==> src/rtl/matrix_arbiter_lock.sv <==
// Least-recently-granted matrix arbiter with packet-level grant locking.
// A granted head flit locks the output to its channel until the tail flit
// transfers; priority is only rotated when a packet completes on a real
// transfer (gnt_valid & out_ready), so back-pressure never disturbs fairness.
//
// Ports:
//   clk        clock
//   rst        synchronous active-high reset
//   req        per-channel request (flit valid)
//   tail       per-channel tail-flit marker, qualified by req
//   out_ready  downstream accepts the granted flit this cycle
//   gnt        one-hot grant, combinational from req and state
//   gnt_valid  OR of gnt
//   gnt_idx    binary index of gnt, 0 when nothing is granted
//   locked     registered; a packet is in progress
module matrix_arbiter_lock #(
    parameter int unsigned N       = 5,
    parameter bit          LOCK_EN = 1'b1,
    localparam int unsigned IDW    = $clog2(N)
) (
    input  logic           clk,
    input  logic           rst,
    input  logic [N-1:0]   req,
    input  logic [N-1:0]   tail,
    input  logic           out_ready,
    output logic [N-1:0]   gnt,
    output logic           gnt_valid,
    output logic [IDW-1:0] gnt_idx,
    output logic           locked
);

    localparam int unsigned NPAIR = N * (N - 1) / 2;

    typedef enum logic {
        S_IDLE   = 1'b0,
        S_LOCKED = 1'b1
    } state_t;

    state_t               state;
    logic [IDW-1:0]       owner;
    logic [NPAIR-1:0]     mat;        // bit for pair (i>j): 1 = i beats j
    logic [NPAIR-1:0]     mat_nxt;    // matrix with the current winner demoted
    logic [N-1:0][N-1:0]  beats;      // beats[i][j]: i wins over j (diag = 1)
    logic [N-1:0]         arb_gnt;
    logic [N-1:0]         own_hot;
    logic                 xfer;
    logic                 tail_hit;

    // Expand the triangular matrix into a full beats table and compute the
    // demoted matrix: the granted channel loses to everyone else.
    for (genvar gi = 0; gi < N; gi++) begin : g_row
        for (genvar gj = 0; gj < N; gj++) begin : g_col
            if (gi == gj) begin : g_diag
                assign beats[gi][gj] = 1'b1;
            end else if (gi > gj) begin : g_low
                localparam int unsigned P = gi * (gi - 1) / 2 + gj;
                assign beats[gi][gj] = mat[P];
                assign mat_nxt[P]    = gnt[gi] ? 1'b0 : (gnt[gj] ? 1'b1 : mat[P]);
            end else begin : g_high
                localparam int unsigned P = gj * (gj - 1) / 2 + gi;
                assign beats[gi][gj] = ~mat[P];
            end
        end

        // Win iff requesting and beating every other requester.
        assign arb_gnt[gi] = req[gi] & (&(~req | beats[gi]));
        assign own_hot[gi] = (owner == IDW'(gi));
    end

    // Grant select; the lock ignores every channel except the owner.
    always_comb begin
        gnt = '0;
        if (!rst) begin
            gnt = (state == S_LOCKED) ? (req & own_hot) : arb_gnt;
        end
    end

    assign gnt_valid = |gnt;

    // One-hot to binary.
    always_comb begin
        gnt_idx = '0;
        for (int i = 0; i < N; i++) begin
            if (gnt[i]) begin
                gnt_idx = gnt_idx | IDW'(i);
            end
        end
    end

    assign xfer     = gnt_valid & out_ready;
    assign tail_hit = |(gnt & tail);

    // Lock FSM and priority matrix; nothing moves without a transfer.
    always_ff @(posedge clk) begin
        if (rst) begin
            mat    <= '1;
            state  <= S_IDLE;
            owner  <= '0;
            locked <= 1'b0;
        end else if (xfer) begin
            case (state)
                S_IDLE: begin
                    if (tail_hit || !LOCK_EN) begin
                        mat <= mat_nxt;
                    end else begin
                        owner  <= gnt_idx;
                        state  <= S_LOCKED;
                        locked <= 1'b1;
                    end
                end
                S_LOCKED: begin
                    if (tail_hit) begin
                        mat    <= mat_nxt;
                        state  <= S_IDLE;
                        locked <= 1'b0;
                    end
                end
                default: begin
                    state  <= S_IDLE;
                    locked <= 1'b0;
                end
            endcase
        end
    end

endmodule

==> config.mk <==
export PLATFORM = sky130hd
export DESIGN_NAME = matrix_arbiter_lock
export DESIGN_NICKNAME = d
export VERILOG_FILES = /design/src/rtl/matrix_arbiter_lock.sv
export SDC_FILE = /design/constraint.sdc
export NUM_CORES = 1
export LEC_CHECK = 0
export ABC_AREA = 1
export BUFFER_PORTS_ARGS = -buffer_cell sky130_fd_sc_hd__buf_4
export CAP_MARGIN = 10
export CORE_MARGIN = 1.5
export CORE_UTILIZATION = 57
export DETAILED_ROUTE_END_ITERATION = 7
export PLACE_DENSITY_LB_ADDON = 0.08
export SKIP_LAST_GASP = 1
export SYNTH_ARGS = -nofsm -noshare
export SYNTH_HDL_FRONTEND = slang
export SYNTH_SLANG_ARGS = --single-unit
==> constraint.sdc <==
create_clock -name clk -period 3.5 [get_ports clk]
set_clock_uncertainty 0.05 [all_clocks]
set_input_delay 0.35 -clock clk [delete_from_list [all_inputs] [get_ports clk]]
set_output_delay 0.35 -clock clk [all_outputs]
set_load 0.01 [all_outputs]
-- Word level (Yosys, flattened, before mapping)
Index checks and enable logic that the tools add are counted.
- bits in registers: 15
- output and inout bits: 10
- logic and storage cells: 100
- eq/ne operators: 6
- muxes and demuxes: 25
- bitwise logic cells: 26
- reduce and logical (&&, ||, !) cells: 30
- operators by type and width (cell ; number):
    AND reduction 3 bit ; 12
    bitwise OR 5 bit ; 5
    AND reduction 5 bit ; 5
    nonzero test 2 bit ; 10
    two-way mux 1 bit ; 18
    inverter 1 bit ; 12
    AND 5 bit ; 2
    two-way mux 10 bit ; 1
    two-way mux 5 bit ; 2
    OR reduction 5 bit ; 2
    AND 1 bit ; 6
    equality test 3 x 2 -> 1 bit, second input constant ; 2
    inverter 5 bit ; 1
    two-way mux 2 bit ; 2
    equality test 3 x 1 -> 1 bit, second input constant ; 1
    equality test 3 bit, second input constant ; 1
    logical NOT 3 bit ; 1
    two-way mux 3 bit ; 1
    inequality test 2 x 1 -> 1 bit, second input constant ; 1
    inequality test 2 bit, second input constant ; 1
    one-hot mux 1 bit (2 select lines) ; 1

-- Longest topological paths before layout
- word-level depth: 10
- gate-level depth with buffers: 12
- gate-level depth less buffers: 12

-- Least setup slack after synthesis
OpenSTA, ideal clock, no wires.
- path kind: reg-to-reg
- start: register owner[1]
- end: register locked
- library setup time: 0.113 ns
- data arrival time: 1.466 ns
- setup slack: 1.872 ns
- cell stages (with the launch flop): 11
- path buffers: 0
- period minus slack after synthesis: 1.628 ns
- cells stage by stage: dfxtp_1 > nor2_1 > nand2_1 > a21oi_1 > nand3_1 > nand3_1 > nor2_2 > ha_1 > nand3b_1 > nor2_1 > nor2_1
- word-level cells in the longest chain between the ends: 8
- ends and longest elaborated chain (item ; RTL line ; RTL):
    start, declared ; 40 ; logic [IDW-1:0] owner;
    start signal, assigned ; 106 ; owner <= gnt_idx;
    equality test 3 x 1 -> 1 bit, or another cell as far along ; 67 ; assign own_hot[gi] = (owner == IDW'(gi));
    AND 5 bit * ; 74 ; gnt = (state == S_LOCKED) ? (req & own_hot) : arb_gnt;
    two-way mux 5 bit * ; 74 ;
    two-way mux 5 bit * ; 73 ; if (!rst) begin
    AND 5 bit ; 91 ; assign tail_hit = |(gnt & tail);
    OR reduction 5 bit ; 91 ;
    inequality test 2 bit (no line) or inequality test 2 x 1 -> 1 bit (tied branches) ; -- ;
    AND reduction 3 bit (no line) * ; -- ;
    end signal, assigned ; 99 ; locked <= 1'b0;
    end signal, assigned ; 108 ; locked <= 1'b1;
    end signal, assigned ; 115 ; locked <= 1'b0;
    end, declared ; 29 ; output logic locked
Every way passes the cells marked *; elsewhere a longest branch is shown, timed or not.
A chain may end at the register's enable or synchronous reset.

-- Worst setup path after layout
- start: register owner[0]
- end: output port gnt_valid
- word-level cells in the longest chain between the ends: 5
- ends and longest elaborated chain (item ; RTL line ; RTL):
    equality test 3 x 1 -> 1 bit, or another cell as far along ; 67 ;
    AND 5 bit * ; 74 ;
    two-way mux 5 bit * ; 74 ;
    two-way mux 5 bit * ; 73 ;
    OR reduction 5 bit * ; 78 ; assign gnt_valid = |gnt;
    end, declared ; 27 ; output logic gnt_valid,
Marks and branches as above.

==> reports/summary.txt <==
Run status -> finished, violations left
Failing checks -> DRC
Die H -> 45.7 um
Largest net degree at the start of global routing -> 18
# IOs -> 23
Hold-fix buffers, CTS -> 0
DRC violations left -> 2
Mapped Area -> 0.00104 sq mm
Synth Net Count -> 192
Final min period -> 2.12 ns
Sink Count -> 15
Hold path depth -> 2
Net Sw Frac -> 36.8%
Buffers on Ports -> 22
DR iter-0 viols -> 64
Max FO, Critical Path -> 4
CP startpoint -> owner[0]$_SDFFE_PP0P_
PostCTS Resize Cnt -> 0
Antenna violations before repair -> 0
DP Wirelength -> 2060 um
First-pass GRT wire length -> 4300 um
Max incr delay on CP -> 0.35 ns
Max Cap Viol -> 0
Layout Nets -> 217
Antenna-violating nets left -> 0
Sequential share of the synthesized area -> 29.0%
GP Congestion -> 0.976
Cell repeated most along the worst path -> nand2_1
Commonest non-fill, non-tap cells in the layout -> nand2_1, inv_1, buf_4
Synth top area cells -> dfxtp_1, nand2_1, nand3_1
Reg clk slew, reported paths -> 0.10 ns
Crit Path Class -> register to output pin
Hold WC Path Type -> input port to register
Final worst path period share -> 60.6%
Syn Area/Cell -> 5.83 sq um
Max-slew violation total from the final report -> 0
Via/cell ratio -> 5.15
Final hold vios -> 0
TritonCTS buffer count -> 3
Clk_lat worst skew -> 0.29 ns
CP top delay family -> simple AND/OR/NAND/NOR gates
Global route overflow -> 0
Worst EP required -> 3.10 ns
Share of cells above drive strength 1 -> 18.8%
Worst-margin pin slew -> 0.305 ns
Synth area leader -> dfxtp_1
Commonest non-fill, non-tap cell in the layout -> nand2_1
Vias -> 1169
RSZ-0062 raised after global routing -> no
#FFs+latches synth -> 15
Drt pass-1 iters -> 6
Post-CTS setup buffers -> 0
CP startpoint kind -> register
CTS tree -> yes
Total GRT Usage -> 28.7%
Origin of the worst min-delay path -> rst
End point of the worst hold path -> owner[1]$_SDFFE_PP0P_
Clock power share -> 23.4%
CTS Buffer Depth -> 2
Share of the synthesized area in the top cell type -> 29.0%
Final setup violating endpoints -> 0
Initial Util -> 60.1%
RR Startpoint -> owner[0]$_SDFFE_PP0P_
Static leakage -> 0.806 nW
Htree depth -> 1
Root Buffer -> clkbuf_4
Area growth syn-to-layout -> 20.3%
Diodes inserted -> 0
Comb power frac -> 34.2%
Reg2reg setup slack -> 1.59 ns
Drt wl/cell -> 11.7 um
Power Density -> 361 mW/mm^2
Core Region -> 0.00173 sq mm
Slowest CP cell -> dfxtp_1
P_sw -> 0.000166 W
Reg2Reg Capture Point -> locked$_SDFFE_PP0P_
Rel. slew slack -> 79.6%
Fmax -> 471 MHz
Pint -> 0.000285 W
Yosys Warn Count -> 0
Final core utilization -> 72.2%
Worst VDD drop -> 259 uV
TNS Setup -> 0 ns
Asr flop ratio synth -> 0%
Synth cell types -> 21
Syn Inst Count -> 178
Site row count -> 15
Sequential Power Share -> 42.4%
CP bufs+invs -> 1
CP Capture Type -> output pin
EDFF count, synth -> 0
Die area -> 0.00208 sq mm
Worst path arrival time -> 1.72 ns
Die Wd -> 45.7 um
Reg2Reg Depth -> 10
Critical path cell sequence -> nor2_1 > nand2_1 > a21oi_1 > nand2_1 > nand2_1 > nor2_4 > nand2_2 > buf_4
Synth Flop Type -> dfxtp_1
Routed wire length -> 2650 um
Vias in the first global route -> 1064
==> power groups by stage <==
stage / Clock [W] / Sequential [W] / Combinational (W)
floorplan: 0 / 0.000193 / 0.000101
detailed placement: 0 / 0.000195 / 0.000153
global placement: 0 / 0.000194 / 0.000149
global route: 0.000110 / 0.000192 / 0.000173
finish: 0.000106 / 0.000191 / 0.000154
CTS: 0.000103 / 0.000191 / 0.000153
==> synthesized netlist by cell type, types with 2 or more instances <==
cell type,count
a21oi_1,3
nand4_1,3
nor2_1,11
nand3_1,18
a21boi_1,3
nor2_4,2
inv_2,3
o21ai_1,4
nand3_2,2
nor2_2,2
nand2_1,79
dfxtp_1,15
nand2_2,2
inv_1,24
==> cell type report <==
| cell class | count | area (sq um) |
|---|---|---|
| multi-input combinational | 134 | 623 |
| fill | 159 | 479 |
| sequential | 15 | 300 |
| timing repair buffer | 22 | 165 |
| inverter | 27 | 101 |
| tap | 25 | 31.3 |
| clock buffer | 4 | 26.3 |
==> routing by layer <==
layer | GRT usage [%] | vias to the layer above | part of all wire, %
met5 | 0 | - | 0
met4 | 12.9 | 0 | 1.1
met3 | 4.76 | 4 | 7.9
met2 | 46.8 | 51 | 46
met1 | 36.7 | 516 | 45
li1 | - | 598 | -
==> how the worst max path moves through the flow <==
stage / to / slack [ns] / cells after the start
after floorplan: locked$_SDFFE_PP0P_ / 1.87 / 10
after global placement: locked$_SDFFE_PP0P_ / 1.54 / 11
after detailed placement: locked$_SDFFE_PP0P_ / 1.40 / 11
after CTS: gnt_valid / 1.40 / 7
after global routing: gnt_valid / 1.25 / 9
final: gnt_valid / 1.38 / 8
==> through the flow <==
stage	instances	total power [W]	hold WS (ns)	instance area (sq um)	setup WS (ns)
2_1_floorplan	178	0.000294	0.369	1040	1.87
3_3_place_gp	223	0.000344	0.413	1220	1.54
3_5_place_dp	223	0.000348	0.417	1220	1.40
4_1_cts	227	0.000448	0.206	1250	1.40
5_1_grt	227	0.000475	0.202	1250	1.25
6_report	227	0.000451	0.200	1250	1.38
==> cell families (layout without fill, tap and decap cells) <==
logic type                 Yosys count  count (layout)  synth area share [%]
AOI/OAI and AO/OA                   12              12                  7.60
adders and majority gates            1               1                  1.21
and+or+nand+nor                    121             121                  51.3
DFF                                 15              15                  29.0
buffers and inverters               29              53                  11.0
==> state kept, by name, summed over array words and instances, names as in the netlist <==
register and count:
mat 10, state 1, locked 1, owner 3
Power figures use the tool's default switching activity.
